`config.mk`:
```
export PLATFORM = sky130hd
export DESIGN_NAME = tis_row
export DESIGN_NICKNAME = d
export VERILOG_FILES = /design/src/rtl/tis_row.sv
export SDC_FILE = /design/constraint.sdc
export NUM_CORES = 2
export LEC_CHECK = 0
export ABC_AREA = 1
export CAP_MARGIN = 20
export CORE_AREA = 2 2 399 401
export CTS_BUF_LIST = sky130_fd_sc_hd__clkbuf_2 sky130_fd_sc_hd__clkbuf_4 sky130_fd_sc_hd__clkbuf_8
export DETAILED_ROUTE_END_ITERATION = 8
export DIE_AREA = 0 0 401 403
export SKIP_CTS_REPAIR_TIMING = 1
export SYNTH_ARGS = -nofsm -noshare
export SYNTH_HDL_FRONTEND = slang
export SYNTH_SLANG_ARGS = --single-unit
export TNS_END_PERCENT = 30
```
`constraint.sdc`:
```
create_clock -name clk -period 12.3 [get_ports clk]
set_clock_uncertainty 0.1 [all_clocks]
set_input_delay 1.845 -clock clk [delete_from_list [all_inputs] [get_ports clk]]
set_output_delay 1.845 -clock clk [all_outputs]
set_load 0.01 [all_outputs]
```
`src/rtl/tis_row.sv`:
```
// Row of TIS-100-style cores joined by blocking one-word channels.
// Each core fetches from its own slice of an external program ROM.
module tis_core #(
    parameter int DW = 11,
    parameter int PW = 4
) (
    input  logic          clk,
    input  logic          rst,
    input  logic [PW-1:0] plen,
    input  logic [15:0]   instr,
    output logic [PW-1:0] pc,
    input  logic          l_in_vld,
    input  logic [DW-1:0] l_in_data,
    input  logic          r_in_vld,
    input  logic [DW-1:0] r_in_data,
    output logic          l_take,
    output logic          r_take,
    input  logic          l_ack,
    input  logic          r_ack,
    output logic          l_out_vld,
    output logic          r_out_vld,
    output logic [DW-1:0] out_data,
    output logic [DW-1:0] acc
);
    localparam logic [2:0] L_ACC = 3'd1, L_LEFT = 3'd2, L_RIGHT = 3'd3, L_UP = 3'd4, L_DOWN = 3'd5;
    localparam logic signed [DW:0] MAXV = 999;
    localparam logic signed [DW:0] MINV = -999;

    function automatic logic [DW-1:0] sat(input logic signed [DW:0] v);
        if (v > MAXV) return MAXV[DW-1:0];
        if (v < MINV) return MINV[DW-1:0];
        return v[DW-1:0];
    endfunction

    function automatic logic [DW:0] sx(input logic [DW-1:0] v);
        return {v[DW-1], v};
    endfunction

    logic [DW-1:0] acc_q, acc_d, bak_q, bak_d, hold_q, hold_d, wr_data_q, wr_data_d;
    logic [PW-1:0] pc_q, pc_d;
    logic [2:0]    wr_dst_q, wr_dst_d;
    logic          hold_vld_q, hold_vld_d, wr_vld_q, wr_vld_d, wr_done_q, wr_done_d;

    logic          is_movi, is_mov, use_imm, src_port, dst_port, hold_phase, src_ok, take, busy, ack, taken;
    logic [2:0]    op, src, dst;
    logic [DW-1:0] src_val, imm_c;
    logic [PW-1:0] pc_inc;
    logic signed [DW:0] sum, jro, plen_x;

    always_comb begin
        is_movi    = instr[15];
        op         = instr[14:12];
        use_imm    = instr[11];
        src        = instr[2:0];
        dst        = is_movi ? instr[14:12] : instr[5:3];
        imm_c      = sat(sx(instr[10:0]));
        is_mov     = is_movi || op == 3'd4;
        src_port   = !is_movi && !use_imm && (op inside {3'd1, 3'd2, 3'd3, 3'd4})
                     && (src inside {L_LEFT, L_RIGHT, L_UP, L_DOWN});
        dst_port   = is_mov && (dst inside {L_LEFT, L_RIGHT, L_UP, L_DOWN});
        hold_phase = src_port && dst_port && hold_vld_q;
        src_ok     = 1'b1;
        src_val    = '0;
        if (is_movi || use_imm) src_val = imm_c;
        else if (src == L_ACC)  src_val = acc_q;
        if (hold_phase) begin
            src_val = hold_q;
        end else if (src_port) begin
            // UP/DOWN never see a valid word, so they stall forever.
            src_ok  = (src == L_LEFT && l_in_vld) || (src == L_RIGHT && r_in_vld);
            src_val = (src == L_LEFT) ? l_in_data : r_in_data;
        end
        busy   = plen == '0 || wr_vld_q || wr_done_q;
        take   = src_port && !hold_phase && src_ok && !busy;
        l_take = take && src == L_LEFT;
        r_take = take && src == L_RIGHT;
        ack    = (wr_dst_q == L_LEFT && l_ack) || (wr_dst_q == L_RIGHT && r_ack);
        pc_inc = ({1'b0, pc_q} + 5'd1 >= {1'b0, plen}) ? '0 : pc_q + PW'(1);
        sum    = (op == 3'd2) ? $signed(sx(acc_q)) - $signed(sx(src_val))
                              : $signed(sx(acc_q)) + $signed(sx(src_val));
        plen_x = $signed({{(DW+1-PW){1'b0}}, plen});
        jro    = $signed({{(DW+1-PW){1'b0}}, pc_q}) + $signed(sx(src_val));
        case (instr[6:4])
            3'd0:    taken = 1'b1;
            3'd1:    taken = acc_q == '0;
            3'd2:    taken = acc_q != '0;
            3'd3:    taken = !acc_q[DW-1] && acc_q != '0;
            3'd4:    taken = acc_q[DW-1];
            default: taken = 1'b0;
        endcase
    end

    always_comb begin
        acc_d      = acc_q;
        bak_d      = bak_q;
        pc_d       = pc_q;
        hold_d     = hold_q;
        hold_vld_d = hold_vld_q;
        wr_vld_d   = wr_vld_q;
        wr_dst_d   = wr_dst_q;
        wr_data_d  = wr_data_q;
        wr_done_d  = wr_done_q;
        if (plen == '0) begin
            pc_d = '0;
        end else if (wr_done_q) begin
            wr_done_d = 1'b0;
            pc_d      = pc_inc;
        end else if (wr_vld_q) begin
            if (ack) begin
                wr_vld_d  = 1'b0;
                wr_done_d = 1'b1;
            end
        end else if (src_ok) begin
            if (is_mov) begin
                if (dst_port && src_port && !hold_phase) begin
                    hold_d     = src_val;
                    hold_vld_d = 1'b1;
                end else if (dst_port) begin
                    hold_vld_d = 1'b0;
                    wr_vld_d   = 1'b1;
                    wr_dst_d   = dst;
                    wr_data_d  = src_val;
                end else begin
                    if (dst == L_ACC) acc_d = src_val;
                    pc_d = pc_inc;
                end
            end else begin
                pc_d = pc_inc;
                case (op)
                    3'd0: case (instr[1:0])
                        2'd1:    begin acc_d = bak_q; bak_d = acc_q; end
                        2'd2:    bak_d = acc_q;
                        2'd3:    acc_d = sat(-$signed(sx(acc_q)));
                        default: ;
                    endcase
                    3'd1, 3'd2: acc_d = sat(sum);
                    3'd3: begin
                        if (jro < 0)            pc_d = '0;
                        else if (jro >= plen_x) pc_d = plen - PW'(1);
                        else                    pc_d = jro[PW-1:0];
                    end
                    3'd5: if (taken) pc_d = (instr[3:0] >= plen) ? '0 : instr[3:0];
                    default: ;
                endcase
            end
        end
    end

    always_ff @(posedge clk) begin
        if (rst) begin
            acc_q      <= '0;
            bak_q      <= '0;
            pc_q       <= '0;
            hold_q     <= '0;
            hold_vld_q <= 1'b0;
            wr_vld_q   <= 1'b0;
            wr_dst_q   <= '0;
            wr_data_q  <= '0;
            wr_done_q  <= 1'b0;
        end else begin
            acc_q      <= acc_d;
            bak_q      <= bak_d;
            pc_q       <= pc_d;
            hold_q     <= hold_d;
            hold_vld_q <= hold_vld_d;
            wr_vld_q   <= wr_vld_d;
            wr_dst_q   <= wr_dst_d;
            wr_data_q  <= wr_data_d;
            wr_done_q  <= wr_done_d;
        end
    end

    assign pc        = pc_q;
    assign acc       = acc_q;
    assign out_data  = wr_data_q;
    assign l_out_vld = wr_vld_q && wr_dst_q == L_LEFT;
    assign r_out_vld = wr_vld_q && wr_dst_q == L_RIGHT;
endmodule

module tis_row #(
    parameter int NCORES = 4,
    parameter int PMAX   = 15,
    parameter int DW     = 11
) (
    input  logic          clk,
    input  logic          rst,
    input  logic [3:0]    pLength [0:NCORES-1],
    input  logic [15:0]   prog    [0:NCORES*PMAX-1],
    output logic [DW-1:0] acc     [0:NCORES-1]
);
    logic [NCORES-1:0]         l_out_vld, r_out_vld, l_take, r_take;
    logic [NCORES-1:0][DW-1:0] out_data, acc_w;
    logic [NCORES-1:0][3:0]    pc;
    logic [NCORES-1:0][15:0]   instr;

    for (genvar i = 0; i < NCORES; i++) begin : g_core
        logic          l_in_vld, r_in_vld, l_ack, r_ack;
        logic [DW-1:0] l_in_data, r_in_data;

        // End-of-row ports have no partner, so they never see valid or ack.
        if (i == 0) begin : g_lend
            assign l_in_vld  = 1'b0;
            assign l_in_data = '0;
            assign l_ack     = 1'b0;
        end else begin : g_lnb
            assign l_in_vld  = r_out_vld[i-1];
            assign l_in_data = out_data[i-1];
            assign l_ack     = r_take[i-1];
        end
        if (i == NCORES-1) begin : g_rend
            assign r_in_vld  = 1'b0;
            assign r_in_data = '0;
            assign r_ack     = 1'b0;
        end else begin : g_rnb
            assign r_in_vld  = l_out_vld[i+1];
            assign r_in_data = out_data[i+1];
            assign r_ack     = l_take[i+1];
        end

        assign instr[i] = (pc[i] < 4'(PMAX)) ? prog[i*PMAX + int'(pc[i])] : 16'h0000;
        assign acc[i]   = acc_w[i];

        tis_core #(.DW(DW), .PW(4)) u_core (
            .clk       (clk),
            .rst       (rst),
            .plen      (pLength[i]),
            .instr     (instr[i]),
            .pc        (pc[i]),
            .l_in_vld  (l_in_vld),
            .l_in_data (l_in_data),
            .r_in_vld  (r_in_vld),
            .r_in_data (r_in_data),
            .l_take    (l_take[i]),
            .r_take    (r_take[i]),
            .l_ack     (l_ack),
            .r_ack     (r_ack),
            .l_out_vld (l_out_vld[i]),
            .r_out_vld (r_out_vld[i]),
            .out_data  (out_data[i]),
            .acc       (acc_w[i])
        );
    end
endmodule

```
==> results.rst <==
.. list-table::
   :header-rows: 1

   * - Metric
     - Value
   * - CTS H-Tree Depth
     - 2
   * - CTS tree
     - yes
   * - Worst min-delay path class
     - reg -> reg
   * - I/O pins
     - a little over 1000
   * - Post-DR wirelength/cell
     - 25.99 um
   * - Clock period minus final worst setup slack
     - approximately 10 ns
   * - Die width
     - around 400 um
   * - Largest cells by area after synthesis
     - sky130_fd_sc_hd__nand2_1 21%, sky130_fd_sc_hd__dfxtp_1 11%, sky130_fd_sc_hd__nand3_1 11%
   * - Vias after detailed routing
     - 54440
   * - Share of the synthesized area in the top cell type
     - 20.82%
   * - Number of warnings reported in the yosys synthesis log
     - 0
   * - Finish-stage setup viols
     - 0
   * - Worst Path Max Fanout
     - 62
   * - Seq. cell area
     - 4348 um^2
   * - Core Region
     - 157500 um^2
   * - Most frequent cells after synthesis
     - 2133 x sky130_fd_sc_hd__nand2_1, 860 x sky130_fd_sc_hd__nand3_1, 800 x sky130_fd_sc_hd__inv_1
   * - Area of the multi-input gates
     - 28610 um^2
   * - Via count of the first global-routing pass
     - between 50000 and 60000
   * - Post-route DRC violation count
     - 0
   * - TritonRoute pass-1 iters
     - 6
   * - Number of pins exceeding their max-slew limit in the final report
     - 0
   * - Largest stage delay on the critical path
     - 0.86 ns
   * - Final weighted congestion of routability-driven global placement
     - 0.9998
   * - TNS Setup
     - 0 ns
   * - Maximum root-to-sink buffer count
     - 3
   * - Fill cells
     - 17760
   * - Worst EP arrival
     - between 10 and 15 ns
   * - Remaining global-route overflow
     - 0
   * - Count of input and output buffers
     - 1021
   * - Cell at the root of the clock tree
     - sky130_fd_sc_hd__clkbuf_8
   * - Run status
     - finished, final reports clean
   * - Number of register bits inferred by synthesis
     - between 200 and 250
   * - Net count after synthesis
     - 8384
   * - Area of the die
     - roughly 160000 um^2
   * - Number of different library cells in the post-synthesis netlist
     - 72
   * - Final core utilization
     - 32.28%
   * - Achievable Freq
     - between 100 and 150 MHz
   * - Slew HR
     - between 20% and 30%
   * - Setup slack at placement
     - 2.482 ns
   * - Actual transition at the worst max-transition pin
     - 1.090 ns
   * - Number of max-cap violations
     - 0
   * - Final ANT Viol Nets
     - 0
   * - Synthesized netlist cell count
     - 7252
   * - Type of the setup path with the least slack
     - reg -> reg
   * - Signed area change from the synthesized netlist to the final layout
     - 32.17%
   * - Number of sinks handled by clock tree synthesis
     - 216
   * - Top cell type by total area after synthesis
     - sky130_fd_sc_hd__nand2_1
   * - CP Launch Type
     - register
   * - Count of standard-cell rows
     - 146
   * - Via density per instance
     - 5.382
   * - Initial Util
     - 24.42%
   * - Worst Setup End Kind
     - register
   * - Area of all placed cells without fillers
     - 50820 um^2
   * - GRT Overall Usage
     - a little under a third
   * - Antenna violations before repair
     - 82
   * - Placement-stage cell area
     - about 50000 um^2
   * - Number of nets at the end of the flow
     - 9093
   * - Share of layout cells above drive strength 1
     - 4.190%
   * - Source-to-sink clock delay at the later pin of the worst-skew pair
     - 0.66 ns
   * - Cts bufs inserted
     - 44
   * - DPL Wire Length
     - 210.5 mm
   * - Detailed Route WL
     - 262.9 mm
   * - Cell with the largest stage delay on the worst path
     - sky130_fd_sc_hd__dfxtp_4
   * - HP Start
     - g_core[2].u_core.bak_q[4]
   * - Primary FF master, synth
     - sky130_fd_sc_hd__dfxtp_1
   * - Unrepaired setup endpoints after global routing
     - false
   * - Sequential area share after synthesis
     - 11.25%
   * - Height of the die
     - 403 um
   * - Startpoint of the worst register-to-register path
     - g_core[1].u_core.pc[0]
   * - Crit share post-route
     - between 80% and 90%
   * - Mean instance size in the synthesized netlist
     - 5.302 um^2
   * - Iter 0 DRT Violations
     - 6548
   * - Fraction of registers with async set/reset
     - 0%
   * - Number of synthesized flops with an enable pin
     - 0
   * - Post-route worst setup slack
     - 2.359 ns
   * - Most frequent cell after synthesis
     - sky130_fd_sc_hd__nand2_1
   * - Largest net degree at the start of global routing
     - 142
   * - Worst-path clk slew
     - 0.07 ns
   * - CP most frequent cell
     - sky130_fd_sc_hd__nand2_1
   * - Hold Vio Cnt, Final
     - 0
   * - Global-route wire length before repair
     - 368.5 mm
   * - Launching element of the worst setup path
     - g_core[1].u_core.pc[0]
   * - Required time reported for the critical path endpoint
     - roughly 13 ns
   * - Cell Area, Synth
     - about 38000 um^2
## logic make-up (layout without fill, tap and decap cells)
logic type	after synthesis	after routing	synth area share, %
fa+ha+maj	155	155	5.193
compound gates	1751	1751	25.11
other cells	0	47	0
flops	216	216	11.25
buf+inv	1282	2026	14.62
simple gates	3730	3730	41.01
xor+xnor	118	118	2.824
## metal layers
metal / vias to the layer above / share of wire [%] / GRT usage [%]
met5: - / 0.075 / 0
met1: 25490 / 39 / 37.13
met2: 3006 / 45 / 50.90
met4: 30 / 6.4 / 17.42
li1: 25360 / - / -
met3: 554 / 9.0 / 6.618
## per-stage QoR
step | hold slack (ns) | instances
2_1_floorplan | 0.3238 | 7252
3_3_place_gp | 0.3403 | 9986
3_5_place_dp | 0.3447 | 9987
4_1_cts | 0.3533 | 10070
5_1_grt | 0.3724 | 10100
6_report | 0.3565 | 10120
## worst max-delay path: cells and delay by family, from the launching register on
family	cells	cell delay [ns]
xor gates and xnor gates	2	0.43
and+or+nand+nor	17	2.53
AOI/OAI and AO/OA	14	2.26
buffers and inverters	7	1.81
adders and majority gates	4	1.80
DFF	1	0.86
## final timing paths
path	to	cells past startpoint	slack (ns)
setup / recovery	g_core[1].u_core.acc[3]	44	2.36
setup reg to reg	g_core[1].u_core.acc[3]	44	2.36
hold / removal	g_core[2].u_core.bak_q[4]	2	0.36
hold reg to reg	g_core[2].u_core.bak_q[4]	2	0.36
## flip-flops by register name (all words and copies together) (netlist names)
register,flops
g_core.u_core.wr_dst_q,12
g_core.u_core.bak_q,44
g_core.u_core.pc,16
g_core.u_core.acc,44
g_core.u_core.wr_done_q,4
g_core.u_core.wr_vld_q,4
g_core.u_core.hold_q,44
g_core.u_core.hold_vld_q,4
g_core.u_core.out_data,44
## layout by cell type, fill, tap and decap left out, drive strengths merged, types with 146 or more instances in the layout
master         count
nand3            877
nand2           2168
dfxtp            216
nor2             543
inv              838
o211ai           157
o21ai            747
a21oi            689
clkdlybuf4s50   1020
ha               146
## area by class of cell
cell class / count / area share, %
flip-flops and latches: 216 / 8.555
repair buffers: 1097 / 21.34
clock inverters: 19 / 0.5096
multi-input cells: 5754 / 56.29
clock buffers: 62 / 1.642
diodes: 47 / 0.2314
well taps: 2072 / 5.101
inverters: 848 / 6.322
Power is not shown: default switching activity piles up to over one toggle a cycle in this logic, so the estimate is an artifact.
